===== config.mk =====
export PLATFORM = sky130hd
export DESIGN_NAME = hazard_ctrl
export DESIGN_NICKNAME = d
export VERILOG_FILES = /design/src/rtl/pipe_pkg.sv /design/src/rtl/hazard_ctrl_sat_counter.sv /design/src/rtl/hazard_ctrl.sv
export SDC_FILE = /design/constraint.sdc
export NUM_CORES = 1
export LEC_CHECK = 0
export CORE_UTILIZATION = 50
export CTS_BUF_LIST = sky130_fd_sc_hd__clkbuf_4 sky130_fd_sc_hd__clkbuf_8
export DETAILED_ROUTE_END_ITERATION = 8
export PLACE_DENSITY = 0.83
export SLEW_MARGIN = 20
export SYNTH_ARGS = -nofsm -noshare
export SYNTH_HDL_FRONTEND = slang
export SYNTH_SLANG_ARGS = --single-unit

===== constraint.sdc =====
create_clock -name clk -period 3.15 [get_ports clk]
set_input_delay 0.315 -clock clk [delete_from_list [all_inputs] [get_ports clk]]
set_output_delay 0.315 -clock clk [all_outputs]
set_load 0.01 [all_outputs]

===== src/rtl/pipe_pkg.sv =====
// Shared pipeline definitions for the hazard controller:
// controller state encoding, forwarding mux selects and register index width.
package pipe_pkg;

    // Register file index width (x0..x31).
    localparam int REG_AW = 5;

    // Forwarding mux selects in front of the ALU operands.
    localparam logic [1:0] FWD_RF = 2'b00;  // value read from the register file
    localparam logic [1:0] FWD_W  = 2'b01;  // result being written back in W
    localparam logic [1:0] FWD_M  = 2'b10;  // ALU result sitting in M

    // Controller sequencing states.
    typedef enum logic [1:0] {
        INIT     = 2'd0,
        RUN      = 2'd1,
        MEM_WAIT = 2'd2,
        HALT     = 2'd3
    } hz_state_t;

endpackage


===== src/rtl/hazard_ctrl_sat_counter.sv =====
// Saturating event counter: counts cycles with inc high, sticks at all-ones.
// Ports: clk, rst (sync, active high), inc (count enable), count (value).
module sat_counter #(
    parameter int WIDTH = 32
) (
    input  logic             clk,
    input  logic             rst,
    input  logic             inc,
    output logic [WIDTH-1:0] count
);

    logic at_max;

    assign at_max = (count == {WIDTH{1'b1}});

    always_ff @(posedge clk) begin
        if (rst) begin
            count <= '0;
        end else if (inc && !at_max) begin
            count <= count + WIDTH'(1);
        end
    end

endmodule


===== src/rtl/hazard_ctrl.sv =====
// Hazard and sequencing controller for the five-stage core: ALU forwarding,
// load-use stall, branch flush, memory-wait freeze, timeout halt, event counters.
// Ports: clk/rst; Decode/Execute/Memory/Writeback register indices and enables;
// LoadE, PCSrcE, MemReqM, MemReadyM in; forwarding selects, stalls, flushes,
// MemErr and the two saturating counters out.
module hazard_ctrl
    import pipe_pkg::*;
#(
    parameter int DATA_WIDTH  = 32,
    parameter int INIT_CYCLES = 2,
    parameter int MEM_TIMEOUT = 16
) (
    input  logic                  clk,
    input  logic                  rst,
    input  logic [REG_AW-1:0]     Rs1D,
    input  logic [REG_AW-1:0]     Rs2D,
    input  logic [REG_AW-1:0]     Rs1E,
    input  logic [REG_AW-1:0]     Rs2E,
    input  logic [REG_AW-1:0]     RdE,
    input  logic [REG_AW-1:0]     RdM,
    input  logic [REG_AW-1:0]     RdW,
    input  logic                  RegWriteM,
    input  logic                  RegWriteW,
    input  logic                  LoadE,
    input  logic                  PCSrcE,
    input  logic                  MemReqM,
    input  logic                  MemReadyM,
    output logic [1:0]            ForwardAE,
    output logic [1:0]            ForwardBE,
    output logic                  StallF,
    output logic                  StallD,
    output logic                  StallE,
    output logic                  StallM,
    output logic                  FlushD,
    output logic                  FlushE,
    output logic                  FlushW,
    output logic                  MemErr,
    output logic [DATA_WIDTH-1:0] StallCount,
    output logic [DATA_WIDTH-1:0] FlushCount
);

    localparam int IW = (INIT_CYCLES > 1) ? $clog2(INIT_CYCLES) : 1;
    localparam int WW = $clog2(MEM_TIMEOUT + 1) + 1;

    localparam logic [IW-1:0] INIT_LAST = IW'(INIT_CYCLES - 1);
    localparam logic [WW-1:0] WAIT_MAX  = WW'(MEM_TIMEOUT);

    hz_state_t     state;
    logic [IW-1:0] init_cnt;
    logic [WW-1:0] wait_cnt;
    logic [WW-1:0] wait_nxt;
    logic          mem_err;

    logic          lw_stall;
    logic          mem_busy;
    logic          hold;
    logic          stall_ev;
    logic          flush_ev;

    // Hazard detection terms
    assign lw_stall = LoadE && (RdE != '0) &&
                      ((RdE == Rs1D) || (RdE == Rs2D));
    assign mem_busy = MemReqM && !MemReadyM;
    assign wait_nxt = wait_cnt + WW'(1);

    // Whole pipeline frozen: memory busy in RUN, still waiting, or halted.
    always_comb begin
        hold = 1'b0;
        unique case (state)
            INIT:     hold = 1'b0;
            RUN:      hold = mem_busy;
            MEM_WAIT: hold = !MemReadyM;
            HALT:     hold = 1'b1;
        endcase
    end

    // Forwarding: M has priority over W as it holds the younger result.
    always_comb begin
        ForwardAE = FWD_RF;
        ForwardBE = FWD_RF;
        if (state != INIT) begin
            if (RegWriteM && (RdM != '0) && (RdM == Rs1E)) begin
                ForwardAE = FWD_M;
            end else if (RegWriteW && (RdW != '0) && (RdW == Rs1E)) begin
                ForwardAE = FWD_W;
            end
            if (RegWriteM && (RdM != '0) && (RdM == Rs2E)) begin
                ForwardBE = FWD_M;
            end else if (RegWriteW && (RdW != '0) && (RdW == Rs2E)) begin
                ForwardBE = FWD_W;
            end
        end
    end

    // Stall and flush controls
    always_comb begin
        StallF = 1'b0;
        StallD = 1'b0;
        StallE = 1'b0;
        StallM = 1'b0;
        FlushD = 1'b0;
        FlushE = 1'b0;
        FlushW = 1'b0;
        if (state == INIT) begin
            StallF = 1'b1;
            FlushD = 1'b1;
            FlushE = 1'b1;
            FlushW = 1'b1;
        end else if (hold) begin
            // Branch and load-use effects are masked while frozen.
            StallF = 1'b1;
            StallD = 1'b1;
            StallE = 1'b1;
            StallM = 1'b1;
            FlushW = 1'b1;
        end else begin
            StallF = lw_stall;
            StallD = lw_stall;
            FlushD = PCSrcE;
            FlushE = lw_stall || PCSrcE;
        end
    end

    assign MemErr = mem_err;

    // Sequencing FSM
    always_ff @(posedge clk) begin
        if (rst) begin
            state    <= INIT;
            init_cnt <= '0;
            wait_cnt <= '0;
            mem_err  <= 1'b0;
        end else begin
            unique case (state)
                INIT: begin
                    if (init_cnt == INIT_LAST) begin
                        state <= RUN;
                    end else begin
                        init_cnt <= init_cnt + IW'(1);
                    end
                end
                RUN: begin
                    if (mem_busy) begin
                        state    <= MEM_WAIT;
                        wait_cnt <= WW'(1);
                    end
                end
                MEM_WAIT: begin
                    if (MemReadyM) begin
                        state    <= RUN;
                        wait_cnt <= '0;
                    end else begin
                        wait_cnt <= wait_nxt;
                        if (wait_nxt >= WAIT_MAX) begin
                            state   <= HALT;
                            mem_err <= 1'b1;
                        end
                    end
                end
                HALT: begin
                    state <= HALT;
                end
            endcase
        end
    end

    // Performance events are not counted during the post-reset flush.
    assign stall_ev = (state != INIT) && StallF;
    assign flush_ev = (state != INIT) && (FlushD || FlushE);

    sat_counter #(
        .WIDTH(DATA_WIDTH)
    ) u_stall_cnt (
        .clk  (clk),
        .rst  (rst),
        .inc  (stall_ev),
        .count(StallCount)
    );

    sat_counter #(
        .WIDTH(DATA_WIDTH)
    ) u_flush_cnt (
        .clk  (clk),
        .rst  (rst),
        .inc  (flush_ev),
        .count(FlushCount)
    );

endmodule


==> flow_metrics.py, run 1 <==
metrics = {
    "clock_network": {
        "h-tree-depth": 3,
        "cts_max_path_buffers": 2,
        "clk_latency_ps": 350,
        "numCtsBuffers": 9,
        "cts_hold_buf": 0,
        "cts.clk_slew.worst_paths_ps": 80,
        "cts_sinks": 74,
        "clockRootBuffer": "clkbuf_8",
        "cts_tree": "built",
    },
    "yosys": {
        "synth_edf_count": 0,
        "yosysUniqueCellTypes": 54,
        "async_reset_ff_share_pct": 0,
        "ys.flop_type": "dfxtp_1",
        "syn_area_per_cell_um2": 8.25,
        "syn-num-nets": 551,
        "ys_seq_elements": 74,
        "ys_warn_count": 0,
        "syn_area_um2": 4170,
        "synth_cells": 505,
        "synth_seq_area_share_pct": 35.6,
    },
    "timing": {
        "worst_pin_slew_ps": 794,
        "setup_viol": 0,
        "timing.hold.ws_ps": 436,
        "setup_tns_ps": 0,
        "grt_setup_unrepaired": "no",
        "skew_ps": 14.7,
        "period_share_pct": 94.5,
        "hold_viol_final": 0,
        "period_needed_ps": 2980,
        "finalMaxSlewViolations": 0,
        "max_freq_mhz": 336,
        "worst_slack_ps": 174,
        "slew_headroom_pct": 46.8,
    },
    "critical_path": {
        "worstRegToRegCells": 7,
        "path_cells": "clkdlybuf4s50_1 -> or4_1 -> o21ai_1 -> nor3_1 -> nor4_1 -> clkdlybuf4s50_1",
        "path_max_fanout": 4,
        "critPathRequiredTime_ps": 2830,
        "crit_path_frequent_cell": "clkdlybuf4s50_1",
        "critPathKind": "in2out",
        "slowest_stage": "clkdlybuf4s50_1",
        "end_kind": "output port",
        "start_kind": "input port",
        "max_stage_delay_ps": 590,
        "cp.arrival_ps": 2660,
    },
    "place": {
        "place_ws_ps": 47.9,
        "place.gp.congestion": 0.838,
        "port_buffers": 118,
        "hpwl_um": 8450,
    },
    "power_and_ir_drop": {
        "ir_worst_vdd_v": 0.000226,
        "combPwrFrac_pct": 12.5,
        "p_int_uw": 1470,
        "leakage_uw": 0.00205,
        "seqPwrFrac_pct": 48.3,
        "p_clk_share_pct": 39.2,
        "powerDensity_nw_per_um2": 348,
        "swShare_pct": 25.0,
        "power_switching_uw": 490,
    },
    "status": {
        "status": "completed",
    },
    "route": {
        "firstDrtPassIters": 4,
        "route.detailed.drc": 0,
        "post_drt_wl_per_cell_um": 15.3,
        "drt-total-wl_um": 11100,
        "drtIter0Drc": 217,
        "vias_per_cell": 5.53,
        "ant_nets": 0,
        "vias": 4041,
    },
    "layout": {
        "area_delta_synth_final_pct": 35.4,
        "fill_cells": 610,
        "fin_nets": 670,
        "antennaDiodeCount": 0,
        "drive_above_1_share_pct": 6.84,
    },
    "global_routing": {
        "grt_pass1_vias": 3862,
        "grt_antenna_before_repair": 0,
        "globalRoute.totalOverflow": 0,
        "grt_max_degree": 32,
        "track_usage_pct": 26.0,
        "grt_pass1_wl_um": 18000,
    },
    "floorplan": {
        "fp.coreArea_um2": 7890,
        "rows": 32,
        "start_util_pct": 52.8,
        "die_y_um": 93.3,
        "die_x_um": 93.3,
        "dieArea_um2": 8700,
        "pin_count": 119,
    },
    "min_path": {
        "whs_path_depth": 2,
        "hp-class": "in2reg",
    },
    "run": {
        "drv_cap": 0,
    },
}
==> layout make-up <==
cell class	instances	area, um^2	area share [%]
clock buffers	12	159	2.82
clock inverters	4	50.0	0.887
inverters	11	41.3	0.732
multi-input cells	403	2550	45.3
flip-flops and latches	74	1480	26.3
well taps	102	128	2.26
repair buffers	125	1230	21.8
==> cell families (layout without fill, tap and decap cells) <==
family	Yosys count	in the layout	synth area share (%)
buffers and inverters	28	152	3.12
xor gates and xnor gates	83	83	17.4
AOI/OAI and AO/OA	52	52	9.31
and+or+nand+nor	263	263	33.2
muxes	2	2	0.480
DFF	74	74	35.6
adders and majority gates	3	3	0.901
==> critical path, delay by kind of cell <==
kind,cells,cell delay [ps]
buffers and inverters,2,1070
AO/OA/AOI/OAI,1,300
AND/OR/NAND/NOR,3,980
==> final timing paths <==
check                       startpoint               endpoint  slack [ps]
setup / recovery                RdM[1]           ForwardBE[0]         170
hold / removal                     rst  u_stall_cnt.count[16]         440
setup reg to reg  u_stall_cnt.count[3]   u_stall_cnt.count[1]         720
hold reg to reg               init_cnt               init_cnt         480
==> power groups by stage <==
| stage | sequential, uW | clock, uW | combinational, uW |
|---|---|---|---|
| 2_1_floorplan | 968 | 0 | 127 |
| 3_5_place_dp | 972 | 0 | 244 |
| 5_1_grt | 951 | 821 | 261 |
| 4_1_cts | 950 | 780 | 245 |
| 3_3_place_gp | 971 | 0 | 236 |
| 6_report | 950 | 770 | 245 |
==> Yosys cell counts (2+ instances only) <==
library cell | number | share of area, %
or3_1 | 5 | 0.75
o21ai_0 | 12 | 1.4
and4_1 | 5 | 1.1
buf_6 | 2 | 0.54
nor3_2 | 2 | 0.48
nor2_1 | 88 | 7.9
or4_1 | 7 | 1.3
xnor2_1 | 15 | 3.2
a21o_1 | 3 | 0.54
nor4_1 | 9 | 1.4
nor4_4 | 2 | 1.0
o21ai_1 | 2 | 0.24
xor2_1 | 68 | 14
nand4_1 | 28 | 4.2
buf_2 | 2 | 0.24
or2_2 | 2 | 0.30
buf_4 | 2 | 0.36
o21ai_2 | 2 | 0.42
nor2b_1 | 3 | 0.45
nand2_1 | 30 | 2.7
nor3_1 | 10 | 1.2
clkbuf_1 | 10 | 0.90
a21oi_1 | 16 | 1.9
inv_1 | 11 | 0.99
nand3_1 | 37 | 4.4
ha_1 | 3 | 0.90
dfxtp_1 | 74 | 36
mux2i_1 | 2 | 0.48
and3_1 | 21 | 3.2
nand2b_1 | 3 | 0.45
and2_1 | 6 | 0.90
==> cells in the final DEF, fill, tap and decap left out, types with 15 or more instances in the layout <==
cell	Yosys	routed
nor2_1	88	88
a21oi_1	16	16
xnor2_1	15	15
nand4_1	28	28
xor2_1	68	68
dfxtp_1	74	74
nand2_1	30	30
and3_1	21	21
clkdlybuf4s50_1	0	117
nand3_1	37	37
==> registers in the layout, summed over array words and instances, names as in the netlist <==
name and flops:
MemErr 1, u_flush_cnt.count 32, wait_cnt 6, state 2
u_stall_cnt.count 32, init_cnt 1
==> layer usage <==
layer | vias up | routed length [um] | global-route usage [%]
met5 | - | 0 | 0
met4 | 0 | 161 | 8.33
met3 | 18 | 721 | 7.32
met2 | 108 | 5570 | 46.5
met1 | 1907 | 4690 | 29.8
li1 | 2008 | - | -
==> per-stage QoR <==
stage | instances | area [um^2] | util (%) | power, uW
2_1_floorplan | 505 | 4170 | - | 1100
3_3_place_gp | 715 | 5430 | 68.9 | 1210
3_5_place_dp | 715 | 5430 | 68.9 | 1220
4_1_cts | 731 | 5640 | 71.5 | 1970
5_1_grt | 731 | 5640 | 71.5 | 2030
6_report | 731 | 5640 | 71.5 | 1960
==> what timing repair did <==
action / in CTS / in global routing
resized for setup: 0 / 1
setup endpoints to repair: 0 / 2
setup buffers: 0 / 0
Note: power is estimated with default switching activity, not from simulation.
==> inputs of run 2 (changes only) <==
--- a/config.mk
+++ b/config.mk
@@ -8,7 +8,7 @@
 export CORE_UTILIZATION = 50
 export CTS_BUF_LIST = sky130_fd_sc_hd__clkbuf_4 sky130_fd_sc_hd__clkbuf_8
 export DETAILED_ROUTE_END_ITERATION = 8
-export PLACE_DENSITY = 0.83
+export PLACE_DENSITY = 0.88
 export SLEW_MARGIN = 20
 export SYNTH_ARGS = -nofsm -noshare
 export SYNTH_HDL_FRONTEND = slang
==> run 2 against run 1 <==
Effect of this change: register-to-register slack is essentially flat; count of clock-buffer cells in the layout shrank 2; non-clock buffer count shrank 2; sequential share of layout area grew 0.099 points; via count grew 1.7%; worst setup slack gained 6.4 ps; core utilization shrank 0.27 points; hold slack gained 60 ps; global-route usage shrank 0.087 points; clock skew shrank 3.3 ps; sequential power is essentially flat.
==> flow_metrics.py, run 2 (synthesis gave the netlist of run 1 again) <==
metrics = {
    "floorplan": {
        "die_y_um": 93.3,
        "dieArea_um2": 8700,
        "pin_count": 119,
        "start_util_pct": 52.8,
        "die_x_um": 93.3,
        "rows": 32,
        "fp.coreArea_um2": 7890,
    },
    "layout": {
        "fill_cells": 604,
        "fin_nets": 668,
        "multi_input_area_um2": 2560,
        "instances_no_fill": 729,
        "final_area_um2": 5620,
        "area_delta_synth_final_pct": 34.9,
        "drive_above_1_share_pct": 6.70,
        "final_common_cell": "clkdlybuf4s50_1",
        "ff_latch_area_um2": 1480,
        "layout_common_cells": "clkdlybuf4s50_1 (117), nor2_1 (88), dfxtp_1 (74), xor2_1 (68), nand3_1 (37)",
        "largestRegisters": "u_flush_cnt.count (32), u_stall_cnt.count (32), wait_cnt (6)",
        "antennaDiodeCount": 0,
    },
    "clock_network": {
        "numCtsBuffers": 9,
        "clockRootBuffer": "clkbuf_8",
        "cts.clk_slew.worst_paths_ps": 80,
        "clk_latency_ps": 350,
        "h-tree-depth": 3,
        "post_cts_buffers": 0,
        "cts_sinks": 74,
        "cts_hold_buf": 0,
        "cts_max_path_buffers": 2,
        "cts_tree": "built",
    },
    "critical_path": {
        "critPathKind": "in2out",
        "path_cells": "clkdlybuf4s50_1 -> or4_1 -> o21ai_1 -> nor3_1 -> nor4_2 -> clkdlybuf4s50_1",
        "critPathTopFamily": "buffers and inverters",
        "path_buf_inv": 2,
        "max_stage_delay_ps": 600,
        "path_max_fanout": 4,
        "start_kind": "input port",
        "crit_path_frequent_cell": "clkdlybuf4s50_1",
        "rrSetupSlack_ps": 730,
        "end_kind": "output port",
        "cp.arrival_ps": 2650,
        "critPathRequiredTime_ps": 2830,
        "slowest_stage": "clkdlybuf4s50_1",
    },
    "timing": {
        "grt_setup_unrepaired": "no",
        "skew_ps": 11.5,
        "max_freq_mhz": 337,
        "hold_viol_final": 0,
        "setup_viol": 0,
        "setup_tns_ps": 0,
        "period_needed_ps": 2970,
        "worst_slack_ps": 180,
        "finalMaxSlewViolations": 0,
        "slew_headroom_pct": 40.5,
        "period_share_pct": 94.3,
        "worst_pin_slew_ps": 893,
    },
    "place": {
        "place_ws_ps": -107,
        "post-place-cells": 713,
        "hpwl_um": 8220,
        "placed_area_um2": 5420,
        "place.gp.congestion": 0.841,
        "port_buffers": 118,
    },
    "min_path": {
        "hp-class": "reg2reg",
    },
    "route": {
        "route.detailed.drc": 0,
        "drt-total-wl_um": 11200,
        "post_drt_wl_per_cell_um": 15.3,
        "drtIter0Drc": 264,
        "firstDrtPassIters": 4,
        "vias": 4111,
        "ant_nets": 0,
        "vias_per_cell": 5.64,
    },
    "global_routing": {
        "grt_pass1_vias": 3889,
        "grt_antenna_before_repair": 0,
        "track_usage_pct": 26.0,
        "grt_pass1_wl_um": 18100,
        "globalRoute.totalOverflow": 0,
        "grt_max_degree": 52,
    },
    "power_and_ir_drop": {
        "p_clk_share_pct": 38.3,
        "p_int_uw": 1430,
        "combPwrFrac_pct": 12.6,
        "seqPwrFrac_pct": 49.1,
        "power_switching_uw": 504,
        "ir_worst_vdd_v": 0.000323,
        "leakage_uw": 0.00204,
        "powerDensity_nw_per_um2": 344,
        "swShare_pct": 26.0,
    },
    "status": {
        "status": "completed",
    },
    "run": {
        "drv_cap": 0,
    },
}
-- run 2: changes by cell type in the layout (fill, tap and decap cells not counted), sizes merged --
cell,before,now
inv,11,12
clkinv,1,3
buf,8,6
clkbuf,12,10
clkinvlp,2,1
-- run 2: worst min-delay path: cells and delay by family (launching register included) --
family	cells	cell delay [ps]
AND/OR/NAND/NOR	2	130
flip-flops	1	320
-- run 2: layout make-up --
type | count | share of cell area, %
clock buffer | 10 | 2.34
clock inverter | 6 | 1.16
inverter | 11 | 0.734
multi-input combinational | 403 | 45.6
sequential | 74 | 26.4
tap | 102 | 2.27
timing repair buffer | 123 | 21.6
-- run 2: worst paths after layout --
check                       startpoint                    to  cells past startpoint
setup reg to reg  u_stall_cnt.count[4]  u_stall_cnt.count[0]                      7
setup / recovery                RdM[1]          ForwardAE[0]                      6
hold reg to reg               init_cnt              init_cnt                      2
hold / removal                init_cnt              init_cnt                      2
-- run 2: power by group through the flow --
stage | registers, uW | clock network [uW] | logic (uW)
4_1_cts | 950 | 752 | 242
5_1_grt | 952 | 794 | 260
6_report | 950 | 741 | 244
3_5_place_dp | 972 | 0 | 240
2_1_floorplan | 968 | 0 | 127
3_3_place_gp | 971 | 0 | 233
-- run 2: layer usage --
| layer | share of wire [%] | up-vias | track usage, % |
|---|---|---|---|
| met2 | 50 | 153 | 45.7 |
| li1 | - | 2013 | - |
| met5 | 0 | - | 0 |
| met4 | 1.8 | 0 | 9.49 |
| met3 | 6.9 | 22 | 5.77 |
| met1 | 42 | 1923 | 30.7 |
-- run 2: what timing repair did --
item,in CTS,in global routing
pin swaps,0,0
setup endpoints to repair,1,1
hold endpoints to repair,0,0
resized for setup,1,1
-- run 2: per-stage QoR --
stage,utilization [%],hold slack [ps],power (uW)
3_5_place_dp,68.7,487,1210
2_1_floorplan,-,441,1100
4_1_cts,71.2,502,1940
5_1_grt,71.3,531,2010
3_3_place_gp,68.7,454,1200
6_report,71.3,496,1940
